### src/rtl/loader_pkg.sv
// Shared types and constants for the instruction-memory byte-stream loader.
package loader_pkg;

    typedef enum logic [2:0] {
        IDLE,
        LEN_LO,
        LEN_HI,
        DATA,
        WRITE,
        CHECK,
        DONE,
        ERROR
    } loader_state_t;

    localparam int BYTES_PER_WORD = 4;
    localparam int LEN_BYTES      = 2;

    function automatic logic [7:0] csum_update(input logic [7:0] acc, input logic [7:0] data);
        return acc ^ data;
    endfunction

endpackage

### src/rtl/instr_mem_loader_word_packer.sv
// Little-endian 8-to-32 packer: each byte enters at the top of the word, so the
// first of four bytes ends up in bits [7:0].
module word_packer
    import loader_pkg::*;
(
    input  logic        clk_i,
    input  logic        rst_i,
    input  logic        clr_i,
    input  logic        load_i,
    input  logic [7:0]  byte_i,
    output logic [31:0] word_o,
    output logic        word_full_o
);

    logic [1:0]  cnt_r;
    logic [31:0] word_r;

    // Shift register and byte-within-word counter.
    always_ff @(posedge clk_i or posedge rst_i) begin
        if (rst_i) begin
            cnt_r  <= 2'd0;
            word_r <= 32'd0;
        end else if (clr_i) begin
            cnt_r  <= 2'd0;
            word_r <= 32'd0;
        end else if (load_i) begin
            cnt_r  <= cnt_r + 2'd1;
            word_r <= {byte_i, word_r[31:8]};
        end
    end

    assign word_o      = word_r;
    assign word_full_o = load_i && (cnt_r == 2'(BYTES_PER_WORD - 1));

endmodule

### src/rtl/instr_mem_loader.sv
// Framed byte-stream program loader driving the instruction-memory write port.
// Optional trailing XOR checksum byte: define LOADER_CHECKSUM_EN.
module instr_mem_loader
    import loader_pkg::*;
#(
    parameter int ADDR_W = 10
) (
    input  logic        clk_i,
    input  logic        rst_i,
    input  logic        start_i,
    input  logic [7:0]  byte_i,
    input  logic        byte_valid_i,
    output logic        byte_ready_o,
    output logic        mem_we_o,
    output logic [31:0] mem_addr_o,
    output logic [31:0] mem_wdata_o,
    output logic        core_rst_o,
    output logic        busy_o,
    output logic        done_o,
    output logic        err_o
);

    localparam int LEN_W = 8 * LEN_BYTES;
    localparam logic [LEN_W:0] MAX_WORDS = {{LEN_W{1'b0}}, 1'b1} << ADDR_W;

    loader_state_t    state_r;
    loader_state_t    state_s;
    logic [LEN_W-1:0] len_r;
    logic [LEN_W-1:0] len_full_s;
    logic [LEN_W-1:0] word_idx_r;
    logic             byte_ready_r;
    logic             mem_we_r;
    logic             core_rst_r;
    logic             busy_r;
    logic             done_r;
    logic             err_r;
    logic             accept_s;
    logic             start_s;
    logic             pk_load_s;
    logic             pk_full_s;
    logic [31:0]      pk_word_s;
`ifdef LOADER_CHECKSUM_EN
    logic [7:0]       csum_r;
`endif

    assign accept_s   = byte_valid_i && byte_ready_r;
    assign start_s    = start_i && ((state_r == IDLE) || (state_r == DONE) || (state_r == ERROR));
    assign pk_load_s  = accept_s && (state_r == DATA);
    assign len_full_s = {byte_i, len_r[7:0]};

    word_packer u_packer (
        .clk_i       (clk_i),
        .rst_i       (rst_i),
        .clr_i       (start_s),
        .load_i      (pk_load_s),
        .byte_i      (byte_i),
        .word_o      (pk_word_s),
        .word_full_o (pk_full_s)
    );

    // Next-state decode.
    always_comb begin
        state_s = state_r;
        case (state_r)
            IDLE, DONE, ERROR: begin
                if (start_i) state_s = LEN_LO;
                else         state_s = state_r;
            end
            LEN_LO: begin
                if (accept_s) state_s = LEN_HI;
                else          state_s = LEN_LO;
            end
            LEN_HI: begin
                if (!accept_s) begin
                    state_s = LEN_HI;
                end else if (len_full_s == {LEN_W{1'b0}}) begin
`ifdef LOADER_CHECKSUM_EN
                    state_s = CHECK;
`else
                    state_s = DONE;
`endif
                end else if ({1'b0, len_full_s} > MAX_WORDS) begin
                    state_s = ERROR;
                end else begin
                    state_s = DATA;
                end
            end
            DATA: begin
                if (pk_full_s) state_s = WRITE;
                else           state_s = DATA;
            end
            WRITE: begin
                if ((word_idx_r + LEN_W'(1'b1)) == len_r) begin
`ifdef LOADER_CHECKSUM_EN
                    state_s = CHECK;
`else
                    state_s = DONE;
`endif
                end else begin
                    state_s = DATA;
                end
            end
`ifdef LOADER_CHECKSUM_EN
            CHECK: begin
                if (!accept_s)              state_s = CHECK;
                else if (byte_i == csum_r)  state_s = DONE;
                else                        state_s = ERROR;
            end
`endif
            default: state_s = IDLE;
        endcase
    end

    // State register; outputs are decoded from the next state so they are flops.
    always_ff @(posedge clk_i or posedge rst_i) begin
        if (rst_i) begin
            state_r      <= IDLE;
            byte_ready_r <= 1'b0;
            mem_we_r     <= 1'b0;
            core_rst_r   <= 1'b1;
            busy_r       <= 1'b0;
            done_r       <= 1'b0;
            err_r        <= 1'b0;
        end else begin
            state_r      <= state_s;
            byte_ready_r <= (state_s == LEN_LO) || (state_s == LEN_HI) ||
                            (state_s == DATA)   || (state_s == CHECK);
            mem_we_r     <= (state_s == WRITE);
            core_rst_r   <= (state_s != DONE);
            busy_r       <= (state_s == LEN_LO) || (state_s == LEN_HI) || (state_s == DATA) ||
                            (state_s == WRITE)  || (state_s == CHECK);
            done_r       <= (state_s == DONE);
            err_r        <= (state_s == ERROR);
        end
    end

    // Length latch and word index (the index doubles as the write address).
    always_ff @(posedge clk_i or posedge rst_i) begin
        if (rst_i) begin
            len_r      <= {LEN_W{1'b0}};
            word_idx_r <= {LEN_W{1'b0}};
        end else begin
            if (start_s)                               len_r <= {LEN_W{1'b0}};
            else if (accept_s && (state_r == LEN_LO))  len_r <= {len_r[LEN_W-1:8], byte_i};
            else if (accept_s && (state_r == LEN_HI))  len_r <= len_full_s;

            if (start_s)                 word_idx_r <= {LEN_W{1'b0}};
            else if (state_r == WRITE)   word_idx_r <= word_idx_r + LEN_W'(1'b1);
        end
    end

`ifdef LOADER_CHECKSUM_EN
    // Running XOR over every data byte of the frame.
    always_ff @(posedge clk_i or posedge rst_i) begin
        if (rst_i)          csum_r <= 8'h00;
        else if (start_s)   csum_r <= 8'h00;
        else if (pk_load_s) csum_r <= csum_update(csum_r, byte_i);
    end
`endif

    assign byte_ready_o = byte_ready_r;
    assign mem_we_o     = mem_we_r;
    assign mem_addr_o   = {{(32 - LEN_W - 2){1'b0}}, word_idx_r, 2'b00};
    assign mem_wdata_o  = pk_word_s;
    assign core_rst_o   = core_rst_r;
    assign busy_o       = busy_r;
    assign done_o       = done_r;
    assign err_o        = err_r;

endmodule

### config.mk
export PLATFORM = sky130hd
export DESIGN_NAME = instr_mem_loader
export DESIGN_NICKNAME = d
export VERILOG_FILES = /design/src/rtl/loader_pkg.sv /design/src/rtl/instr_mem_loader_word_packer.sv /design/src/rtl/instr_mem_loader.sv
export SDC_FILE = /design/constraint.sdc
export NUM_CORES = 1
export LEC_CHECK = 0
export BUFFER_PORTS_ARGS = -buffer_cell sky130_fd_sc_hd__buf_2
export CAP_MARGIN = 20
export CORE_MARGIN = 5
export CORE_UTILIZATION = 40
export CTS_CLUSTER_SIZE = 25
export DETAILED_ROUTE_END_ITERATION = 8
export GPL_ROUTABILITY_DRIVEN = 0
export PLACE_DENSITY = 0.58
export SETUP_SLACK_MARGIN = 0.3
export SYNTH_ARGS = -nofsm -noshare
export SYNTH_HDL_FRONTEND = slang
export SYNTH_HIERARCHICAL = 1
export SYNTH_SLANG_ARGS = --single-unit
### constraint.sdc
create_clock -name clk_i -period 4.17 [get_ports clk_i]
set_input_delay 0 -clock clk_i [delete_from_list [all_inputs] [get_ports clk_i]]
set_output_delay 0 -clock clk_i [all_outputs]
set_load 0.005 [all_outputs]
======== Word level (Yosys, flattened, before mapping) ========
Index checks and enable logic that the tools add are counted.
word-level totals
  logic and storage cells ................. 70
  output and inout port bits .............. 70
  input port bits ......................... 12
  register bits after elaboration ......... 75
cells by class
  magnitude comparators ................... 1
  reduce and logical (&&, ||, !) cells .... 21
  eq/ne operators ......................... 17
  muxes and demuxes ....................... 17
  add/sub/neg operators ................... 2
operators with widths
  operator               count
  $mux 16                5
  $mux 32                2
  $eq 3x3->1 const B     7
  $mux 3                 6
  $add 16x1->16 const B  1
  $eq 16x16->1           1
  $gt 16x11->1 const B   1
  $logic_not 16->1       1
  $pmux 3 s5             1
  $eq 3x2->1 const B     4
  $reduce_bool 2->1      4
  $logic_or 1x1->1       7
  $eq 3x1->1 const B     2
  $logic_and 1x1->1      6
  $mux 2                 3
  $logic_not 3->1        1
  $ne 3x3->1 const B     1
  $reduce_or 3->1        1
  $add 2x1->2 const B    1
  $eq 2x2->1 const B     1
  $ne 2x2->1 const B     1
  $reduce_and 2->1       1

======== Depth between registers and ports, before layout ========
Gate-level depths: netlist of run 1.
  depth in word-level cells ............... 10
  depth in mapped cells ................... 12
  mapped depth without buffers ............ 9

======== Hierarchy ========
The synthesis of run 1 kept the hierarchy.
modules (own cells, without submodules)
  module            area each (um^2)  cells each  sequential area each (um^2)  instances
  instr_mem_loader  2,572.5           306         1,027.2                      1
  word_packer       1,431.4           113         850.8                        1

======== Least setup slack after synthesis of run 1 ========
Ideal clock, no wire load.
  kind .................................... reg2reg
  from .................................... reg word_idx_r[0]
  to ...................................... reg core_rst_r, in the netlist core_rst_o
  library setup time ...................... 0.082 ns
  period minus slack after synthesis ...... 2.579 ns
  data required time ...................... 4.088 ns
  buffers on the path ..................... 1
  arrival ................................. 2.497 ns
  stages on the path, launching flop included .. 9
  slack ................................... 1.591 ns
  path through ............................ dfrtp_1 > ha_1 > nand3_2 > or4_1 > buf_2 > mux2i_1 > a21o_1 > or4_4 > a211o_1
on the way
  cells in the longest elaborated chain, start to end .. 5
ends and longest elaborated chain
  element                 RTL line                 text
  start, declared         instr_mem_loader.sv:30   logic [LEN_W-1:0] word_idx_r;
  start signal, assigned  instr_mem_loader.sv:141  word_idx_r <= {LEN_W{1'b0}};
  start signal, assigned  instr_mem_loader.sv:147  if (start_s) word_idx_r <= {LEN_W{1'b0}};
  start signal, assigned  instr_mem_loader.sv:148  else if (state_r == WRITE) word_idx_r <= word_idx_r + LEN_W'(1'b1);
  $add 16x1->16           instr_mem_loader.sv:93   if ((word_idx_r + LEN_W'(1'b1)) == len_r) begin
  $eq 16x16->1            instr_mem_loader.sv:93
  $mux 3                  instr_mem_loader.sv:93
  $pmux 3 s5              instr_mem_loader.sv:64   case (state_r)
  $ne 3x3->1              instr_mem_loader.sv:129  core_rst_r <= (state_s != DONE);
  end signal, assigned    instr_mem_loader.sv:129
  end, declared           instr_mem_loader.sv:33   logic core_rst_r;
No other way between the ends.
A chain may end at the register's enable or synchronous reset.

======== Final worst setup path of run 1 ========
Same ends and word-level chain as after synthesis.

==> parameters.txt, run 1 <==
Parameter                              Value

Timing
  Setup tns final ... 0 ps
  Min setup slack post-route ... about 1400 ps
  Transition time at the pin with the least slew margin ... 1010 ps
  Maximum clock rate ... 360 MHz
  Tcrit/Tclk final ... around two thirds
  Number of setup violations in the final report ... 0
  Max-slew headroom ... 32.8%
  Maximum clock skew at final layout ... 9.00 ps
  Count of final max-slew check failures ... 0
  Unrepaired setup endpoints after global routing ... no
  Post-layout min period ... 2780 ps
  Worst Hold Margin ... 128 ps
  Hold Fails Final Rpt ... 0

Critical path
  Required @ worst endpoint ... 4460 ps
  CP Data Arrival Time ... 3070 ps
  Startpoint kind of the worst setup timing path ... flip-flop
  Slowest stage delay, CP ... 550 ps
  Critical path destination ... core_rst_o
  CP Max Fanout ... 8
  Standard cell with the maximum stage delay on the critical path ... sky130_fd_sc_hd__or4_1
  Element type at the critical path end ... flip-flop
  Worst reg-to-reg path cell count ... 7
  Reg-to-reg slack, setup ... around 1400 ps
  End of the worst register-to-register path ... core_rst_o
  Launch point of the critical path ... word_idx_r[0]
  Crit Path Class ... reg2reg
  Reg-to-reg critical path startpoint ... word_idx_r[0]
  Cell-by-cell listing of the critical path ... ha_1 -> nand3_2 -> or4_1 -> mux2i_1 -> a21o_1 -> or4_4 -> a211o_1

Clocking
  Number of gates resized after cts ... 0
  Total number of clock tree sinks ... 75
  Maximum level of the CTS H-tree ... 3
  CTS tree ... done
  Clk_lat worst skew ... 350 ps
  Clock Pin Slew Worst Setup and Hold Paths ... 90 ps
  Maximum buffer depth of the clock tree ... 2
  Number of buffers created by CTS ... 9
  CTS root buffer ... sky130_fd_sc_hd__clkbuf_8

Logic synthesis
  Fraction of the yosys area taken by sequential cells ... about 47%
  Synth Register Bits ... 75
  Number of library cell types mapped by synthesis ... 52
  Synthesized instance count ... 419
  Avg Cell Area, Syn ... around 9.6 um^2
  Number of enable-type register cells in the synthesized netlist ... 0
  Post-Synthesis Cell Area ... 0.00400 mm^2
  Async set-reset flop share out of synthesis ... between 90% and 100%
  Syn. warnings ... 6
  Prevailing post-synth register cell ... sky130_fd_sc_hd__dfrtp_1

Drt
  Post-Route WL ... 8950 um
  Violation count after the first detailed-routing iteration ... 226
  Vias/cell ... 4.95
  Number of detailed-route iterations in the first pass ... 4
  Total DRC errors in the routed layout ... 0
  Antenna-violating nets left ... 0
  Number of vias in the routed layout ... roughly 3100
  Routed len/inst ... 14.4 um

GRT
  Initial antenna violation count ... 0
  Maximum number of pins on one net before global-route repair ... 42
  Via count of the first global-routing pass ... ~3000
  GRT Total Usage ... approximately 16%
  Total gr overflow ... 0
  Wire length of the first global-routing pass ... 15100 um

Status
  Outcome ... finished clean

Power and ir drop
  Worst voltage drop across the vdd grid ... 0.253 mV
  Total power divided by cell area ... around 640 mW/mm^2
  Standby leakage power ... 2.22 nW

Worst hold path
  Hold WC Path Type ... in2reg
  Hold path depth ... 4

Placed design
  Count of buffers inserted at the top-level ports ... 65
  Placed wire-length estimate after detailed placement ... 6290 um
  Setup slack at placement ... approximately 1400 ps
  Standard cell area after detailed placement ... 0.00432 mm^2

Die
  Effective utilization at floorplan ... 41.0%
  Placeable core region ... 0.00977 mm^2
  Number of rows created at floorplan ... 36
  Die area ... 0.0121 mm^2
  Boundary pin count ... 82
  Die X ... 110 um
  Chip height ... roughly 110 um

Job
  Max-cap check violation count ... 0

Layout
  Final design area excluding fillers ... 0.00466 mm^2
  Most frequent cells in the layout ... sky130_fd_sc_hd__dfrtp_1, sky130_fd_sc_hd__buf_2, sky130_fd_sc_hd__nand2_1, sky130_fd_sc_hd__nor2_1, sky130_fd_sc_hd__mux2i_1
  Final core occ ... a little under half
  Net count, final ... 500
  Commonest non-fill, non-tap cell in the layout ... sky130_fd_sc_hd__dfrtp_1
  Area grow syn2layout ... 16.3%
  Layout cells sized above 1 ... 20.2%
  ANT cells ... 0
==> Yosys cell counts, drive strengths merged, types with 8 or more instances <==
cell type	n	area [um^2]
mux2i	35	350
nor2	53	201
buf	28	250
clkbuf	12	45.0
inv	8	30.0
a21oi	9	45.0
nor3	10	60.1
nand2	64	240
xnor2	14	123
nand3	10	67.6
dfrtp	74	1850
xor2	11	96.3
o21ai	34	170
==> metrics by stage <==
stage | power (W) | instances
floorplan | 0.00201 | 434
CTS | 0.00302 | 623
global route | 0.00324 | 623
finish | 0.00299 | 623
detailed placement | 0.00230 | 599
global placement | 0.00227 | 599
==> state kept, by name (all words and copies together) (netlist names) <==
signal / flops
u_packer/word_o: 32
len_r: 16
word_idx_r: 16
state_r: 3
u_packer/cnt_r: 2
busy_o: 1
byte_ready_o: 1
core_rst_o: 1
done_o: 1
err_o: 1
mem_we_o: 1
==> final cells by class <==
class,count,area [um^2]
inverter,8,30.0
tap,133,166
sequential,75,1880
clock inverter,4,97.6
timing repair buffer,81,468
fill,971,5120
multi-input combinational,311,1860
clock buffer,11,151
==> layer usage <==
| metal | GRT usage, % | routed length (um) |
|---|---|---|
| met1 | 23.0 | 4380 |
| met5 | 0 | 0 |
| met2 | 23.3 | 3930 |
| met3 | 3.38 | 488 |
| met4 | 6.59 | 159 |
==> logic make-up after synthesis <==
kind of cell,Yosys count,share of synthesized area (%)
flip-flops,75,46.9
buffers and inverters,48,8.12
multiplexers,35,8.75
AO/OA/AOI/OAI,66,9.75
other,1,0.0937
AND/OR/NAND/NOR,166,19.7
XOR/XNOR,26,6.06
adder cells (fa/ha/maj),2,0.625
==> power breakdown <==
part | switching, W | total (W) | internal [W]
clock | 0.000283 | 0.000710 | 0.000427
combinational | 0.000585 | 0.00107 | 0.000486
sequential | 0.000246 | 0.00121 | 0.000964
total | 0.00111 | 0.00299 | 0.00188
==> timing repair <==
item,in CTS,in global routing
buffers inserted,0,0
hold endpoints to repair,98,0
hold buffers,9,0
==> critical path: cells and delay by family, from the launching register on <==
kind | cells | cell delay, ps
AO/OA/AOI/OAI | 2 | 480
AND/OR/NAND/NOR | 3 | 1280
flip-flops | 1 | 480
adder cells (fa/ha/maj) | 1 | 320
multiplexers | 1 | 160
==> worst min-delay path by stage <==
stage,startpoint,end
2_1_floorplan,byte_i[0],len_r[0]
3_3_place_gp,rst_i,u_packer/cnt_r[0]
3_5_place_dp,rst_i,u_packer/cnt_r[1]
4_1_cts,start_i,state_r[1]
5_1_grt,start_i,state_r[1]
6_report,start_i,state_r[1]
No activity file was read; power rests on OpenSTA's default activity.
==> run 2, diff against run 1 <==
--- a/config.mk
+++ b/config.mk
@@ -5,6 +5,7 @@
 export SDC_FILE = /design/constraint.sdc
 export NUM_CORES = 1
 export LEC_CHECK = 0
+export ABC_AREA = 1
 export BUFFER_PORTS_ARGS = -buffer_cell sky130_fd_sc_hd__buf_2
 export CAP_MARGIN = 20
 export CORE_MARGIN = 5
@@ -12,7 +13,7 @@
 export CTS_CLUSTER_SIZE = 25
 export DETAILED_ROUTE_END_ITERATION = 8
 export GPL_ROUTABILITY_DRIVEN = 0
-export PLACE_DENSITY = 0.58
+export PLACE_DENSITY = 0.61
 export SETUP_SLACK_MARGIN = 0.3
 export SYNTH_ARGS = -nofsm -noshare
 export SYNTH_HDL_FRONTEND = slang
==> constraint.sdc (replaced) <==
create_clock -name clk_i -period 2.3 [get_ports clk_i]
set_input_delay 0 -clock clk_i [delete_from_list [all_inputs] [get_ports clk_i]]
set_output_delay 0 -clock clk_i [all_outputs]
set_load 0.005 [all_outputs]
==> run 2 against run 1 <==
Against the previous run:
- clock power up 52%
- critical path type unchanged
- area after synthesis increased by 0.16%
- largest cell class unchanged
- register-to-register slack got worse by 1100 ps
==> parameters.txt, run 2 <==
Parameter                              Value

Clocking
  Clock Pin Slew Worst Setup and Hold Paths ... 90 ps (about the same)
  CTS root buffer ... sky130_fd_sc_hd__clkbuf_8
  Maximum buffer depth of the clock tree ... 2 (unchanged)
  Total number of clock tree sinks ... 75 (unchanged)
  CTS tree ... done
  Number of buffers created by CTS ... 9 (unchanged)
  Maximum level of the CTS H-tree ... 3 (unchanged)
  Clk_lat worst skew ... 360 ps (about the same)

Die
  Chip height ... 110 um (about the same)
  Number of rows created at floorplan ... 36 (unchanged)
  Die X ... 110 um (about the same)
  Effective utilization at floorplan ... 41.0% (+0.064 points)
  Placeable core region ... 0.00977 mm^2 (unchanged)
  Die area ... 0.0121 mm^2 (+0.15%)
  Boundary pin count ... 82 (unchanged)

Layout
  Most frequent cells in the layout ... sky130_fd_sc_hd__nand2_1, sky130_fd_sc_hd__dfrtp_1, sky130_fd_sc_hd__buf_2, sky130_fd_sc_hd__inv_1, sky130_fd_sc_hd__nand3_1
  Commonest non-fill, non-tap cell in the layout ... sky130_fd_sc_hd__nand2_1
  Area grow syn2layout ... 20.9%
  Final design area excluding fillers ... 0.00485 mm^2 (+4.2%)
  ANT cells ... 0 (unchanged)
  Net count, final ... 603 (+21%)
  Non-filler instance count after layout ... 727 (+17%)
  Number of flip-flops in the largest register ... 32 (unchanged)
  Layout cells sized above 1 ... 25.4% (+5.2 points)

Drt
  Vias/cell ... 4.90 (-1.0%)
  Number of detailed-route iterations in the first pass ... 4 (unchanged)
  Routed len/inst ... 14.1 um (-2.0%)
  Violation count after the first detailed-routing iteration ... 253 (+12%)
  Antenna-violating nets left ... 0 (unchanged)
  Total DRC errors in the routed layout ... 0 (unchanged)
  Post-Route WL ... 10200 um (+14%)
  Number of vias in the routed layout ... 3563 (+15%)

Placed design
  Placed wire-length estimate after detailed placement ... 7260 um (+16%)
  Cell count after placement ... 690 (+15%)
  Standard cell area after detailed placement ... 0.00437 mm^2 (+1.2%)
  Count of buffers inserted at the top-level ports ... 65 (unchanged)

Logic synthesis
  Area contributors post-synth ... sky130_fd_sc_hd__dfrtp_1, sky130_fd_sc_hd__nand2_1, sky130_fd_sc_hd__nand3_1
  Synthesized instance count ... 501 (+20%)
  Post-Synthesis Cell Area ... 0.00401 mm^2 (+0.16%)
  Synth Register Bits ... 75 (unchanged)
  Async set-reset flop share out of synthesis ... 100% (unchanged)
  Most used standard cells in the synthesized netlist ... sky130_fd_sc_hd__nand2_1, sky130_fd_sc_hd__dfrtp_1, sky130_fd_sc_hd__nand3_1
  Fraction of the yosys area taken by sequential cells ... 46.8% (-0.073 points)
  Number of library cell types mapped by synthesis ... 34 (-35%)
  Prevailing post-synth register cell ... sky130_fd_sc_hd__dfrtp_1
  Avg Cell Area, Syn ... 8.00 um^2 (-16%)
  Most area-hungry cell type in the Yosys netlist ... sky130_fd_sc_hd__dfrtp_1
  Syn. warnings ... 6 (unchanged)
  Number of enable-type register cells in the synthesized netlist ... 0 (unchanged)
  Area fraction of the dominant cell type after synthesis ... 46.2% (-0.072 points)
  Count leader, synth ... sky130_fd_sc_hd__nand2_1

Power and ir drop
  Standby leakage power ... 2.64 nW (+19%)
  Total power divided by cell area ... 964 mW/mm^2 (+50%)
  Worst voltage drop across the vdd grid ... 0.521 mV (+110%)

Worst hold path
  Hold WC Path Type ... in2async

Critical path
  CP Data Arrival Time ... 2290 ps (-780 ps)
  Required @ worst endpoint ... 2600 ps (-1860 ps)
  Element type at the critical path end ... flip-flop
  Worst reg-to-reg path cell count ... 14 (+7)
  Startpoint kind of the worst setup timing path ... flip-flop
  CP Max Fanout ... 8 (unchanged)
  Reg-to-reg critical path startpoint ... word_idx_r[1]
  End of the worst register-to-register path ... done_o
  Crit Path Class ... reg2reg
  Reg-to-reg slack, setup ... 310 ps (-1080 ps)

Status
  Outcome ... finished clean

Job
  Max-cap check violation count ... 0 (unchanged)

Timing
  Tcrit/Tclk final ... 86.6% (+20 points)
  Maximum clock skew at final layout ... 8.18 ps (-0.820 ps)
  Transition time at the pin with the least slew margin ... 556 ps (-451 ps)
  Post-layout min period ... 1990 ps (-788 ps)
  Count of final max-slew check failures ... 0 (unchanged)
  Hold Fails Final Rpt ... 0 (unchanged)
  Number of setup violations in the final report ... 0 (unchanged)
  Setup tns final ... 0 ps (unchanged)
  Max-slew headroom ... 62.9% (+30 points)
  Worst Hold Margin ... 108 ps (-19.7 ps)
  Maximum clock rate ... 502 MHz (+40%)
  Unrepaired setup endpoints after global routing ... yes

GRT
  Wire length of the first global-routing pass ... 16600 um (+9.8%)
  Total gr overflow ... 0 (unchanged)
  Maximum number of pins on one net before global-route repair ... 42 (unchanged)
  GRT Total Usage ... 17.7% (+1.7 points)
  Initial antenna violation count ... 0 (unchanged)
  Via count of the first global-routing pass ... 3443 (+13%)
[run 2: logic make-up after synthesis]
logic type	Yosys count	synth area share (%)
xor gates and xnor gates	4	1.22
DFF	75	46.8
adders and majority gates	2	0.624
AOI/OAI and AO/OA	39	5.77
other	1	0.0935
buffers and inverters	97	12.3
and+or+nand+nor	283	33.1
[run 2: power breakdown]
group / total (W) / switching (W) / internal [W]
clock network: 0.00108 / 0.000559 / 0.000518
logic: 0.00171 / 0.00107 / 0.000631
registers: 0.00189 / 0.000260 / 0.00163
[run 2: layout make-up]
cell class                 instances  area (um^2)
fill                             979         4920
sequential                        75         1880
multi-input combinational        344         1780
timing repair buffer              92          566
inverter                          67          254
tap                              133          166
clock buffer                       9          124
clock inverter                     7         81.3
[run 2: per-layer routing]
metal	GRT usage [%]	share of wire, %	wire, um
met3	3.49	6.5	670
met5	0	0	0
met4	6.42	1.7	170
met2	28.6	48	4920
met1	23.5	44	4480
[run 2: how the worst max path moves through the flow]
stage,depth (start not counted),startpoint,endpoint
after floorplan,13,state_r[1],busy_o
after CTS,15,word_idx_r[1],err_o
after global placement,14,word_idx_r[0],busy_o
final,14,word_idx_r[1],done_o
after global routing,16,word_idx_r[1],byte_ready_o
after detailed placement,16,word_idx_r[0],busy_o
[run 2: per-stage QoR]
stage | utilization, % | power (W) | setup WS (ps)
2_1_floorplan | - | 0.00305 | 376
3_3_place_gp | 44.7 | 0.00346 | 275
3_5_place_dp | 44.7 | 0.00349 | 200
4_1_cts | 48.3 | 0.00463 | 282
5_1_grt | 49.6 | 0.00504 | 157
6_report | 49.6 | 0.00467 | 308
[run 2: timing repair]
item / in CTS / in global routing
pin swaps: 3 / 14
gates resized for setup: 6 / 20
gates cloned: 0 / 0
hold endpoints to repair: 88 / 0
setup endpoints to repair: 5 / 27
hold buffers: 9 / 0
buffers inserted: 5 / 7
[run 2: critical path, stage by stage (launching register included)]
cell and delay [ps]:
sky130_fd_sc_hd__dfrtp_2 430, sky130_fd_sc_hd__ha_4 170, sky130_fd_sc_hd__nand2_4 60, sky130_fd_sc_hd__nor2_4 210
sky130_fd_sc_hd__buf_6 130, sky130_fd_sc_hd__nand3_1 60, sky130_fd_sc_hd__nand3_1 90, sky130_fd_sc_hd__nand2_1 50
sky130_fd_sc_hd__nor2_1 90, sky130_fd_sc_hd__nand2_1 80, sky130_fd_sc_hd__nor2_2 130, sky130_fd_sc_hd__nand4_1 150
sky130_fd_sc_hd__nand2_2 140, sky130_fd_sc_hd__nand2_2 60, sky130_fd_sc_hd__nor2_1 80
